<file path="config.mk">
export PLATFORM = sky130hd
export DESIGN_NAME = load_store_unit
export DESIGN_NICKNAME = d
export VERILOG_FILES = /design/src/rtl/lsu_pkg.sv /design/src/rtl/load_store_unit_lane_align.sv /design/src/rtl/load_store_unit.sv
export SDC_FILE = /design/constraint.sdc
export NUM_CORES = 1
export LEC_CHECK = 0
export CAP_MARGIN = 15
export CORE_MARGIN = 4
export CORE_UTILIZATION = 46
export DETAILED_ROUTE_END_ITERATION = 8
export GPL_ROUTABILITY_DRIVEN = 0
export PLACE_DENSITY = 0.82
export RECOVER_POWER = 25
export SYNTH_ARGS = -nofsm -noshare
export SYNTH_HDL_FRONTEND = slang
export SYNTH_SLANG_ARGS = --single-unit
</file>
<file path="constraint.sdc">
create_clock -name clk -period 2.05 [get_ports clk]
set_input_delay 0.41 -clock clk [delete_from_list [all_inputs] [get_ports clk]]
set_output_delay 0.41 -clock clk [all_outputs]
set_load 0.01 [all_outputs]
</file>
<file path="src/rtl/lsu_pkg.sv">
// Shared definitions for the load/store unit: RISC-V funct3 encodings, FSM states,
// counter sizing and the access legality rule.
package lsu_pkg;

  localparam logic [2:0] LB  = 3'b000;
  localparam logic [2:0] LH  = 3'b001;
  localparam logic [2:0] LW  = 3'b010;
  localparam logic [2:0] LBU = 3'b100;
  localparam logic [2:0] LHU = 3'b101;
  localparam logic [2:0] SB  = 3'b000;
  localparam logic [2:0] SH  = 3'b001;
  localparam logic [2:0] SW  = 3'b010;

  localparam int unsigned DEFAULT_TIMEOUT_CYCLES = 16;

  typedef enum logic [1:0] {
    IDLE = 2'd0,
    BUS  = 2'd1,
    RESP = 2'd2
  } lsu_state_e;

  // Wide enough to hold the value TIMEOUT_CYCLES itself.
  function automatic int unsigned lsu_cnt_width(input int unsigned timeout_cycles);
    return (timeout_cycles < 2) ? 1 : $clog2(timeout_cycles + 1);
  endfunction

  function automatic logic lsu_illegal(input logic       we,
                                       input logic [2:0] funct3,
                                       input logic [1:0] addr_lo);
    logic bad;
    bad = 1'b0;
    case (funct3)
      LB, LBU: bad = 1'b0;
      LH, LHU: bad = addr_lo[0];
      LW:      bad = (addr_lo != 2'b00);
      default: bad = 1'b1;
    endcase
    if (we && funct3[2]) bad = 1'b1;
    return bad;
  endfunction

endpackage

</file>
<file path="src/rtl/load_store_unit_lane_align.sv">
// Byte-lane datapath: store data replication and write strobes, plus load lane
// extraction with sign/zero extension. Purely combinational.
module lsu_lane_align
  import lsu_pkg::*;
(
  input  logic        we,
  input  logic [2:0]  funct3,
  input  logic [1:0]  addr_lo,
  input  logic [31:0] store_data,
  input  logic [31:0] bus_word,
  output logic [3:0]  wstrb,
  output logic [31:0] lane_wdata,
  output logic [31:0] load_data
);

  logic [31:0] shifted;

  always_comb begin
    wstrb      = '0;
    lane_wdata = '0;
    if (we) begin
      case (funct3)
        SB: begin
          wstrb      = 4'b0001 << addr_lo;
          lane_wdata = {4{store_data[7:0]}};
        end
        SH: begin
          wstrb      = 4'b0011 << addr_lo;
          lane_wdata = {2{store_data[15:0]}};
        end
        SW: begin
          wstrb      = 4'b1111;
          lane_wdata = store_data;
        end
        default: begin
          wstrb      = '0;
          lane_wdata = '0;
        end
      endcase
    end
  end

  // Bring the addressed lane down to bit 0; legal word loads always have addr_lo == 0.
  always_comb begin
    shifted = bus_word >> {addr_lo, 3'b000};
    case (funct3)
      LB:      load_data = {{24{shifted[7]}}, shifted[7:0]};
      LH:      load_data = {{16{shifted[15]}}, shifted[15:0]};
      LW:      load_data = shifted;
      LBU:     load_data = {24'b0, shifted[7:0]};
      LHU:     load_data = {16'b0, shifted[15:0]};
      default: load_data = '0;
    endcase
  end

endmodule

</file>
<file path="src/rtl/load_store_unit.sv">
// Single-outstanding load/store unit bridging the core's request port to a
// word-wide ready/valid bus, with alignment checks and a bus wait timeout.
module load_store_unit
  import lsu_pkg::*;
#(
  parameter int unsigned TIMEOUT_CYCLES = DEFAULT_TIMEOUT_CYCLES
) (
  input  logic        clk,
  input  logic        reset,
  input  logic        req_valid,
  output logic        req_ready,
  input  logic        req_we,
  input  logic [2:0]  req_funct3,
  input  logic [31:0] req_addr,
  input  logic [31:0] req_wdata,
  output logic        rsp_valid,
  output logic [31:0] rsp_rdata,
  output logic        rsp_err,
  output logic        busy,
  output logic        bus_valid,
  output logic        bus_we,
  output logic [31:0] bus_addr,
  output logic [3:0]  bus_wstrb,
  output logic [31:0] bus_wdata,
  input  logic        bus_ready,
  input  logic [31:0] bus_rdata
);

  localparam int unsigned CNT_W = lsu_cnt_width(TIMEOUT_CYCLES);
  localparam logic [CNT_W-1:0] CNT_LIMIT = CNT_W'(TIMEOUT_CYCLES);

  lsu_state_e        state_q, state_d;
  logic [31:0]       addr_q, addr_d;
  logic              we_q, we_d;
  logic [2:0]        funct3_q, funct3_d;
  logic [31:0]       wdata_q, wdata_d;
  logic [31:0]       rdata_q, rdata_d;
  logic              err_q, err_d;
  logic [CNT_W-1:0]  cnt_q, cnt_d, cnt_inc;

  logic [3:0]        lane_wstrb;
  logic [31:0]       lane_wdata;
  logic [31:0]       load_data;

  lsu_lane_align u_lane_align (
    .we         (we_q),
    .funct3     (funct3_q),
    .addr_lo    (addr_q[1:0]),
    .store_data (wdata_q),
    .bus_word   (rdata_q),
    .wstrb      (lane_wstrb),
    .lane_wdata (lane_wdata),
    .load_data  (load_data)
  );

  always_ff @(posedge clk or negedge reset) begin
    if (!reset) begin
      state_q  <= IDLE;
      addr_q   <= '0;
      we_q     <= 1'b0;
      funct3_q <= '0;
      wdata_q  <= '0;
      rdata_q  <= '0;
      err_q    <= 1'b0;
      cnt_q    <= '0;
    end else begin
      state_q  <= state_d;
      addr_q   <= addr_d;
      we_q     <= we_d;
      funct3_q <= funct3_d;
      wdata_q  <= wdata_d;
      rdata_q  <= rdata_d;
      err_q    <= err_d;
      cnt_q    <= cnt_d;
    end
  end

  always_comb begin
    state_d  = state_q;
    addr_d   = addr_q;
    we_d     = we_q;
    funct3_d = funct3_q;
    wdata_d  = wdata_q;
    rdata_d  = rdata_q;
    err_d    = err_q;
    cnt_d    = cnt_q;
    cnt_inc  = cnt_q + CNT_W'(1);

    case (state_q)
      IDLE: begin
        if (req_valid && req_ready) begin
          addr_d   = req_addr;
          we_d     = req_we;
          funct3_d = req_funct3;
          wdata_d  = req_wdata;
          rdata_d  = '0;
          cnt_d    = '0;
          if (lsu_illegal(req_we, req_funct3, req_addr[1:0])) begin
            err_d   = 1'b1;
            state_d = RESP;
          end else begin
            err_d   = 1'b0;
            state_d = BUS;
          end
        end
      end
      BUS: begin
        // A completion in the timeout cycle still counts as success.
        if (bus_ready) begin
          rdata_d = bus_rdata;
          err_d   = 1'b0;
          state_d = RESP;
        end else begin
          cnt_d = cnt_inc;
          if (cnt_inc == CNT_LIMIT) begin
            err_d   = 1'b1;
            state_d = RESP;
          end
        end
      end
      RESP: begin
        state_d = IDLE;
      end
      default: begin
        state_d = IDLE;
      end
    endcase
  end

  // Ready is also gated by the reset input so it reads 0 while reset is held.
  always_comb begin
    req_ready = (state_q == IDLE) && reset;
    busy      = (state_q != IDLE);
    bus_valid = (state_q == BUS);
    bus_we    = bus_valid && we_q;
    bus_addr  = bus_valid ? {addr_q[31:2], 2'b00} : '0;
    bus_wstrb = bus_valid ? lane_wstrb : '0;
    bus_wdata = bus_valid ? lane_wdata : '0;
    rsp_valid = (state_q == RESP);
    rsp_err   = rsp_valid && err_q;
    rsp_rdata = (rsp_valid && !err_q && !we_q) ? load_data : '0;
  end

endmodule

</file>
==> flow_summary.yaml <==
run_status:
  status: "finished, violations left"
  violations: "setup timing"
sta:
  hold_slack_ns: 0.487
  setup_ws_ns: -0.619
  finalCritPeriodShare_pct: 130
  period_needed_ns: 2.67
  tns_ns: -36.75
  maxSlewHeadroom_pct: 4.85
  fmax_ghz: 0.375
  clock_skew_ns: 0.0123
  worst_pin_slew_ns: 1.43
  setup-violations-final: 101
  hold_viol: 0
  final_max_slew_viol_count: 0
  rsz0062_at_grt: "true"
global_routing:
  met2_usage_pct: 48.4
  antenna_found_initial: 0
  grt_use_met1_pct: 35.7
  grt.met3_usage_pct: 8.67
  top_usage_layer: "met2"
  grt_max_degree: 104
  grt_pass1_vias: 6328
  grt_first_pass_wirelength_mm: 33.7
  grt_usage_pct: 29.6
  overflow: 0
hold_path:
  whs_endpoint: "rdata_q[4]"
  hp-start: "rdata_q[4]"
  hp-class: "reg -> reg"
  whs_path_depth: 2
final_layout:
  fin_nets: 1057
  syn_to_final_growth_pct: 67.8
  diodes: 0
  n_fill_cell: 683
  drive_gt1_share_pct: 41.6
detailed_routing:
  avgRoutedWirePerCell_um: 21.3
  vias: 6516
  ant_nets: 0
  first_iter_violations: 778
  firstDrtPassIters: 5
  via_per_inst: 5.79
  drc: 0
  drt_wl_total_mm: 24.0
critical_path:
  rr_startpoint: "state_q[1]"
  reg2reg_slack_ns: -0.02
  start_kind: "flip-flop"
  path_class: "reg -> out"
  cp_max_fo: 3
  required_ns: 1.64
  crit_arrival_ns: 2.26
  crit_path_end_kind: "primary output"
  r2r_end: "rdata_q[1]"
  r2r_cells: 9
synth:
  synthTopCellsByCount: "166 x nand2_1, 108 x dfrtp_1, 63 x o21ai_0"
  synth-seq-cells: 108
  synthAdderAreaFrac_pct: 0.213
  seq_area_frac_synth_pct: 46.1
  synth_top_area_share_pct: 46.1
  synthSimpleGateAreaFrac_pct: 23.4
  yosysMostFrequentCell: "nand2_1"
  yosysTopAreaCell: "dfrtp_1"
  async_flop_share_pct: 100
  syn_area_per_cell_um2: 8.97
  netlist_instances: 654
  synth_top_family_by_area: "simple AND/OR/NAND/NOR gates"
  synth_cell_types: 46
  synthesis.yosys.warnings: 0
  ys.flop_type: "dfrtp_1"
  synthXorXnorAreaFrac_pct: 0.299
  synth_area_leaders: "dfrtp_1 46%, nand2_1 11%, mux2_2 8.1%"
  synth_compound_area_share_pct: 13.8
  synth_edf_count: 0
  synth_area_um2: 5870
  synthMuxAreaShare_pct: 12.1
floorplanning:
  dieWidth_um: 121
  coreArea_um2: 12300
  io_pins: 210
  die-area_um2: 14600
  initial_core_util_pct: 47.8
  die_h_um: 121
  fp-row-count: 40
clock_tree:
  numCtsBuffers: 9
  path_clk_slew_ns: 0.08
  cts_buffer_depth: 2
  cts_sinks: 108
  clkLatencyLatePin_ns: 0.37
  cts_tree: "done"
  clockRootBuffer: "clkbuf_16"
  htreeDepth: 3
placement:
  hpwl_mm: 13.7
  io_buffers: 207
power_and_ir_drop:
  powerDensity_nw_per_um2: 730
  finalPower_uw: 7180
  ir_drop_mv: 0.472
  power.leakage_uw: 0.00459
run:
  max_cap_viol_count: 0
## cell type report
cell class | instances | area [µm²] | share of cell area (%)
Clock buffer | 10 | 239 | 2.43
Clock inverter | 6 | 70.1 | 0.712
Inverter | 2 | 10.0 | 0.102
Multi-Input combinational cell | 496 | 3350 | 34.0
Sequential cell | 108 | 2710 | 27.5
Tap cell | 168 | 210 | 2.14
Timing Repair Buffer | 335 | 3260 | 33.1
## placed cells by master, fill, tap and decap left out, drive strengths merged, types with 9 or more instances in the layout
master / instances
nand2: 166
nor2b: 18
dfrtp: 108
nor2: 20
a22o: 10
buf: 220
clkdlybuf4s50: 102
clkbuf: 14
mux2: 43
and2: 59
a211oi: 14
mux2i: 22
a21o: 9
o21ai: 67
a21oi: 26
## layer usage
layer	up-vias	routed length, µm
met5	-	0
met4	0	1220
met3	119	2600
met2	458	11700
met1	3146	8480
li1	2793	-
## registers in the layout (all words and copies together), names as in the netlist
name and cells:
cnt_q 5, state_q 2, we_q 1, wdata_q 32, err_q 1, rdata_q 32
addr_q 32, funct3_q 3
## where the power goes
group | leakage, µW | internal [µW] | total [µW] | switching [µW]
combinational | 0.00308 | 1280 | 2460 | 1180
sequential | 0.00136 | 2500 | 2840 | 340
clock | 0.000142 | 992 | 1880 | 886
## kinds of logic after synthesis
group | Yosys count
buf+inv | 51
compound gates | 136
mux | 65
flops | 108
xor+xnor | 2
other cells | 1
fa+ha+maj | 1
simple gates | 290
## what timing repair did
action,4_1_cts,5_1_grt
hold buffers,1,0
pin swaps,30,24
endpoints found under the hold margin,5,0
resized for setup,600,79
setup endpoints to repair,103,100
buffers inserted,41,26
cloned,5,1
## worst max-delay path by stage
stage	start	end	slack (ns)
CTS	addr_q[1]	rsp_rdata[15]	-0.53
global placement	state_q[0]	rsp_rdata[31]	-0.56
floorplan	addr_q[1]	rsp_rdata[10]	0.01
detailed placement	we_q	rsp_rdata[29]	-0.64
global route	we_q	rsp_rdata[27]	-0.66
finish	we_q	rsp_rdata[27]	-0.62
## per-stage QoR
step / cell area [µm²] / utilization (%) / instances / setup WS (ns)
4_1_cts: 9460 / 77.1 / 1107 / -0.528
3_5_place_dp: 8470 / 69.1 / 1045 / -0.644
3_3_place_gp: 8470 / 69.1 / 1045 / -0.564
5_1_grt: 9840 / 80.3 / 1125 / -0.660
2_1_floorplan: 5870 / - / 655 / 0.0120
6_report: 9840 / 80.3 / 1125 / -0.619
## critical path: stages, from the launching register on
cell and delay (ns):
dfrtp_1 0.44, nor4b_2 0.31, buf_4 0.19, nor3b_4 0.23
and4_4 0.30, buf_6 0.11, buf_6 0.10, a21o_1 0.09
buf_2 0.13
(Power assumes the default switching activity.)
